===== src/rtl/switch_rr_arbiter.sv =====
`default_nettype none
// ============================================================================
// Module      : switch_rr_arbiter
// Description : Round-robin, time-sliced arbiter sharing one display/indicator
//               resource among NUM_REQ switch requesters. Exports the granted
//               index in binary and as two decimal digits, plus a saturating
//               grant counter.
// Revision    : 1.0 - initial release
// ============================================================================
module switch_rr_arbiter #(
  parameter int NUM_REQ     = 18,
  parameter int HOLD_CYCLES = 50000000
) (
  input  logic               CLOCK_50_I,
  input  logic               RESETN_I,
  input  logic [NUM_REQ-1:0] REQ_I,
  input  logic               ENABLE_I,
  output logic [NUM_REQ-1:0] GRANT_O,
  output logic               GRANT_VALID_O,
  output logic [4:0]         GRANT_IDX_O,
  output logic [3:0]         GRANT_TENS_O,
  output logic [3:0]         GRANT_ONES_O,
  output logic [15:0]        GRANT_COUNT_O
);

  // Hold counter only needs to reach HOLD_CYCLES-1.
  localparam int c_CNT_W = (HOLD_CYCLES > 1) ? $clog2(HOLD_CYCLES) : 1;
  localparam logic [c_CNT_W-1:0] c_HOLD_LAST = c_CNT_W'(HOLD_CYCLES - 1);
  localparam logic [4:0] c_LAST_RST = 5'(NUM_REQ - 1);

  localparam logic [1:0] S_IDLE  = 2'd0;
  localparam logic [1:0] S_GRANT = 2'd1;
  localparam logic [1:0] S_GAP   = 2'd2;

  logic [1:0]         r_state;
  logic [NUM_REQ-1:0] r_grant;
  logic               r_valid;
  logic [4:0]         r_idx;
  logic [3:0]         r_tens;
  logic [3:0]         r_ones;
  logic [15:0]        r_count;
  logic [4:0]         r_last;
  logic [c_CNT_W-1:0] r_hold;

  logic [1:0]         w_state_nxt;
  logic [NUM_REQ-1:0] w_grant_nxt;
  logic               w_valid_nxt;
  logic [4:0]         w_idx_nxt;
  logic [3:0]         w_tens_nxt;
  logic [3:0]         w_ones_nxt;
  logic [15:0]        w_count_nxt;
  logic [4:0]         w_last_nxt;
  logic [c_CNT_W-1:0] w_hold_nxt;

  logic [NUM_REQ-1:0] w_mask_hi;
  logic [NUM_REQ-1:0] w_req_hi;
  logic [4:0]         w_win_hi;
  logic [4:0]         w_win_lo;
  logic [4:0]         w_winner;
  logic [NUM_REQ-1:0] w_onehot;
  logic [3:0]         w_tens;
  logic [3:0]         w_ones;
  logic               w_arb;
  logic               w_release;

  // Requests strictly above the last-served index get first chance; the
  // wrap-around search falls back to the lowest set bit overall.
  always_comb begin
    w_mask_hi = '0;
    for (int i = 0; i < NUM_REQ; i++) begin
      w_mask_hi[i] = (5'(i) > r_last);
    end
  end

  assign w_req_hi = REQ_I & w_mask_hi;

  // Lowest-set-bit encoders for the upper slice and for the full vector.
  always_comb begin
    w_win_hi = '0;
    w_win_lo = '0;
    for (int i = NUM_REQ - 1; i >= 0; i--) begin
      if (w_req_hi[i]) w_win_hi = 5'(i);
      if (REQ_I[i])    w_win_lo = 5'(i);
    end
  end

  assign w_winner = (|w_req_hi) ? w_win_hi : w_win_lo;
  assign w_arb    = ENABLE_I && (|REQ_I);

  // One-hot decode of the winner.
  always_comb begin
    w_onehot = '0;
    for (int i = 0; i < NUM_REQ; i++) begin
      w_onehot[i] = (5'(i) == w_winner);
    end
  end

  // Binary-to-two-digit decimal split for indices 0..31.
  always_comb begin
    w_tens = 4'd0;
    w_ones = 4'(w_winner);
    if (w_winner >= 5'd30) begin
      w_tens = 4'd3;
      w_ones = 4'(w_winner - 5'd30);
    end else if (w_winner >= 5'd20) begin
      w_tens = 4'd2;
      w_ones = 4'(w_winner - 5'd20);
    end else if (w_winner >= 5'd10) begin
      w_tens = 4'd1;
      w_ones = 4'(w_winner - 5'd10);
    end
  end

  // Grant ends on time-out, on the holder dropping its request, or on disable.
  assign w_release = (r_hold == c_HOLD_LAST) || !(|(r_grant & REQ_I)) || !ENABLE_I;

  // State and output registers.
  always_ff @(posedge CLOCK_50_I or negedge RESETN_I) begin
    if (!RESETN_I) begin
      r_state <= S_IDLE;
      r_grant <= '0;
      r_valid <= 1'b0;
      r_idx   <= 5'd0;
      r_tens  <= 4'hF;
      r_ones  <= 4'hF;
      r_count <= 16'd0;
      r_last  <= c_LAST_RST;
      r_hold  <= '0;
    end else begin
      r_state <= w_state_nxt;
      r_grant <= w_grant_nxt;
      r_valid <= w_valid_nxt;
      r_idx   <= w_idx_nxt;
      r_tens  <= w_tens_nxt;
      r_ones  <= w_ones_nxt;
      r_count <= w_count_nxt;
      r_last  <= w_last_nxt;
      r_hold  <= w_hold_nxt;
    end
  end

  // Next-state selection; the gap state arbitrates exactly like idle.
  always_comb begin
    w_state_nxt = r_state;
    case (r_state)
      S_IDLE, S_GAP: w_state_nxt = w_arb ? S_GRANT : S_IDLE;
      S_GRANT:       w_state_nxt = w_release ? S_GAP : S_GRANT;
      default:       w_state_nxt = S_IDLE;
    endcase
  end

  // Next values of the registered outputs and bookkeeping.
  always_comb begin
    w_grant_nxt = r_grant;
    w_valid_nxt = r_valid;
    w_idx_nxt   = r_idx;
    w_tens_nxt  = r_tens;
    w_ones_nxt  = r_ones;
    w_count_nxt = r_count;
    w_last_nxt  = r_last;
    w_hold_nxt  = r_hold;
    case (r_state)
      S_IDLE, S_GAP: begin
        if (w_arb) begin
          w_grant_nxt = w_onehot;
          w_valid_nxt = 1'b1;
          w_idx_nxt   = w_winner;
          w_tens_nxt  = w_tens;
          w_ones_nxt  = w_ones;
          w_count_nxt = (r_count == 16'hFFFF) ? r_count : r_count + 16'd1;
          w_hold_nxt  = '0;
        end
      end
      S_GRANT: begin
        if (w_release) begin
          w_grant_nxt = '0;
          w_valid_nxt = 1'b0;
          w_tens_nxt  = 4'hF;
          w_ones_nxt  = 4'hF;
          w_last_nxt  = r_idx;
        end else begin
          w_hold_nxt  = r_hold + c_CNT_W'(1);
        end
      end
      default: begin
        w_grant_nxt = '0;
        w_valid_nxt = 1'b0;
      end
    endcase
  end

  assign GRANT_O       = r_grant;
  assign GRANT_VALID_O = r_valid;
  assign GRANT_IDX_O   = r_idx;
  assign GRANT_TENS_O  = r_tens;
  assign GRANT_ONES_O  = r_ones;
  assign GRANT_COUNT_O = r_count;

endmodule
`default_nettype wire


===== config.mk =====
export PLATFORM = sky130hd
export DESIGN_NAME = switch_rr_arbiter
export DESIGN_NICKNAME = d
export VERILOG_FILES = /design/src/rtl/switch_rr_arbiter.sv
export SDC_FILE = /design/constraint.sdc
export NUM_CORES = 1
export LEC_CHECK = 0
export ABC_CLOCK_PERIOD_IN_PS = 5900
export BUFFER_PORTS_ARGS = -buffer_cell sky130_fd_sc_hd__buf_2
export CAP_MARGIN = 30
export CORE_MARGIN = 4
export CORE_UTILIZATION = 40
export DETAILED_ROUTE_END_ITERATION = 10
export PLACE_DENSITY_LB_ADDON = 0.05
export SYNTH_ARGS = -nofsm -noshare
export SYNTH_HDL_FRONTEND = slang
export SYNTH_SLANG_ARGS = --single-unit
export TNS_END_PERCENT = 50

===== constraint.sdc =====
create_clock -name CLOCK_50_I -period 5.9 [get_ports CLOCK_50_I]
set_input_delay 0.295 -clock CLOCK_50_I [delete_from_list [all_inputs] [get_ports CLOCK_50_I]]
set_output_delay 0.295 -clock CLOCK_50_I [all_outputs]
set_load 0.02 [all_outputs]

==> results by group <==
Finish
  • Final Non-Filler Cells: 691
  • P&R area growth vs syn: 17.1%
  • Final nets: 576
  • Layout cells sized above 1: 21.2%
  • Antenna cells: 0

Global routing
  • First-pass GRT wire length: 20.1 mm
  • Largest net degree at the start of global routing: 71
  • Initial antenna violation count: 0
  • Gr usage total: 19.5%
  • GRT Residual Overflow: 0
  • Vias in the first global route: 3824

Route
  • TritonRoute pass-1 iters: 4
  • WL final: 12.4 mm
  • DRC viols: 0
  • Met2 wire length: 5.57 mm
  • Top routing layer used: met4
  • Per-cell routed wire length: 18.0 µm
  • DR iter-0 viols: 307
  • Via count: 3925
  • Routed Antenna Nets: 0
  • Via density: 5.68
  • Met1 Routed Length: 5.97 mm
  • Met3 wire length: 656 µm

STA
  • Slew Viols, Final: 0
  • Hold WS: 0.327 ns
  • Post-route clock period utilization: 61.6%
  • Clk_skew: 0.00605 ns
  • Final setup vio count: 0
  • Slew HR: 40.5%
  • Worst Setup Slack, final: 2.27 ns
  • RSZ-0062 raised after global routing: false
  • Worst-margin pin slew: 0.892 ns
  • Setup TNS: 0 ns
  • Fmax: 275 MHz
  • Count of final hold-check violations: 0
  • Final min period: 3.63 ns

Setup path
  • CP delay by family, top: simple AND/OR/NAND/NOR gates
  • CP Launch Type: flop
  • Worst Reg-to-Reg Cells: 11
  • Worst Setup Path Type: reg -> reg
  • FF-to-FF End: GRANT_ONES_O[2]
  • CP Cell Sequence: or4_1 -> o21ai_0 -> o311ai_0 -> and3b_1 -> o21ai_1 -> ha_1 -> inv_1 -> nor4b_1 -> nor3_1 -> a21o_1 -> a31oi_1
  • CP peak stage delay: 0.65 ns
  • Crit end category: flop
  • CP required: 6.16 ns
  • CP max-delay cell: or4_1
  • Reg2reg start: r_last[3]
  • Number of buffers and inverters on the critical path: 1
  • Reg2reg setup slack: 2.27 ns
  • Largest fanout on the critical path: 14
  • Worst EP arrival: 3.90 ns

Yosys
  • Number of synthesized register bits: 80
  • Yosys synthesis warning count: 0
  • Post-Syn Area per Cell: 9.47 µm²
  • Synth Instances: 481
  • EDFF count, synth: 0
  • Syn_nets: 511
  • Sequential fraction of the synthesis area: 44.2%
  • Cell Area, Synth: 4550 µm²
  • Synth async-reset ratio: 100%
  • Main synth FF type: dfrtp_1
  • Netlist cell types: 78

Clock network
  • TritonCTS buffer count: 9
  • CTS Buffer Depth: 2
  • H-tree level count: 3
  • CTS tree: built
  • Post-CTS Hold Buffers: 1
  • Cts repair resizes: 0
  • Setup Fix Bufs, Post-CTS: 0
  • Clk pin slew, worst setup/hold paths: 0.06 ns
  • Worst-Skew Late Latency: 0.34 ns
  • Clock Sink Count: 80
  • Clk root buf: clkbuf_16

Power and ir drop
  • P_leak: 0.00244 µW
  • Pwr Density: 424 nW/µm²
  • Switching share of power: 40.0%
  • Peak supply drop: 294 µV
  • Internal power: 1360 µW
  • Sequential share of power: 34.8%
  • NetSw: 904 µW
  • Clk network pwr share: 27.5%
  • Logic gate share of total power: 37.7%

Floorplanning
  • Die W: 115 µm
  • Starting density of the core: 41.5%
  • I/O pin total: 69
  • Core Area: 11000 µm²
  • Chip height: 115 µm
  • Die Area: 13200 µm²
  • Site Rows: 38

Job
  • Maxcap violations: 0

Run status
  • Status: finished, final reports clean

Place
  • GPL Wtd Cong: 0.895
  • Port buffer count: 68
  • Placed cell count: 674
  • DP HPWL: 9.18 mm
  • DP Worst Slack: 2.32 ns

Min path
  • Type of the most critical hold path: in -> async
==> layout make-up <==
cell class,instances,area (µm²)
tap,140,175
sequential,80,2010
clock inverter,4,75.1
clock buffer,12,267
inverter,18,67.6
timing repair buffer,71,368
multi-input combinational,366,2370
fill,1078,5650
==> worst reg2reg max path: cells and delay by family (launching register included) <==
family                   cells  cell delay, ns
AND/OR/NAND/NOR              4            1.41
flip-flops                   1            0.50
AO/OA/AOI/OAI                5            1.32
buffers and inverters        1            0.06
adder cells (fa/ha/maj)      1            0.27
==> state kept, by name (all words and copies together) (netlist names) <==
register and count:
GRANT_VALID_O 1, r_hold 26, GRANT_O 18, GRANT_COUNT_O 16, r_last 5, GRANT_TENS_O 3
GRANT_ONES_O 4, GRANT_IDX_O 5, r_state 2
==> layer usage <==
layer | global-route usage [%] | vias up
met5 | 0 | -
met4 | 6.65 | 0
met3 | 4.97 | 22
met2 | 29.3 | 101
met1 | 27.6 | 1912
li1 | - | 1890
==> worst max-delay path by stage <==
stage / startpoint / endpoint / cells after the start
floorplan: r_last[3] / GRANT_ONES_O[2] / 11
global placement: r_last[3] / GRANT_ONES_O[2] / 11
detailed placement: r_last[3] / GRANT_ONES_O[2] / 11
CTS: r_last[3] / GRANT_ONES_O[2] / 11
global route: r_last[3] / GRANT_ONES_O[2] / 11
finish: r_last[3] / GRANT_ONES_O[2] / 11
==> through the flow <==
step,instance area [µm²],util (%),total power (µW)
2_1_floorplan,4550,-,1370
3_3_place_gp,4980,45.4,1640
3_5_place_dp,4980,45.4,1640
4_1_cts,5330,48.6,2280
5_1_grt,5330,48.6,2400
6_report,5330,48.6,2260
==> logic make-up (layout without fill, tap and decap cells) <==
family | count (synthesis) | count (layout) | synth area share, %
AND/OR/NAND/NOR | 209 | 209 | 23.5
multiplexers | 5 | 5 | 1.32
flip-flops | 80 | 80 | 44.2
XOR/XNOR | 38 | 38 | 7.31
adder cells (fa/ha/maj) | 9 | 9 | 2.47
AO/OA/AOI/OAI | 105 | 105 | 17.4
buffers and inverters | 35 | 105 | 3.82
==> power groups by stage <==
stage                     registers, µW  clock network (µW)  logic (µW)
after floorplan                     853                   0         516
after detailed placement            793                   0         850
after global placement              790                   0         848
final                               787                 622         852
after global routing                807                 663         930
after CTS                           785                 639         853
==> cells in the final DEF (no fill, tap or decap), types with 9 or more instances in the layout <==
cell,instances
nor2_1,56
clkbuf_16,9
dfrtp_1,71
xor2_1,21
xnor2_1,17
inv_1,17
nand4_1,12
nand2_1,55
dfstp_2,9
ha_1,9
buf_2,67
o21ai_0,25
and3_1,9
nand3_1,20
==> Yosys cell counts (4+ instances only) <==
library cell	n	area share [%]
mux2_2	4	0.99
ha_1	9	2.5
nand2b_1	8	1.1
nor2_1	56	4.6
a22o_1	5	0.96
a21oi_1	7	0.77
and2_1	5	0.69
nor3_1	8	0.88
buf_2	10	1.1
nand3_1	20	2.2
a221oi_1	5	0.96
inv_1	17	1.4
xor2_1	21	4.0
and3_1	9	1.2
and4_1	7	1.3
or4_1	6	0.99
nand2_1	55	4.5
o21ai_1	4	0.44
nand4_1	12	1.6
a32o_1	8	1.8
o21ai_0	25	2.7
xnor2_1	17	3.3
dfrtp_1	71	39
a211oi_1	5	0.82
nor2b_1	5	0.69
dfstp_2	9	5.2
Power figures use the tool's default switching activity.
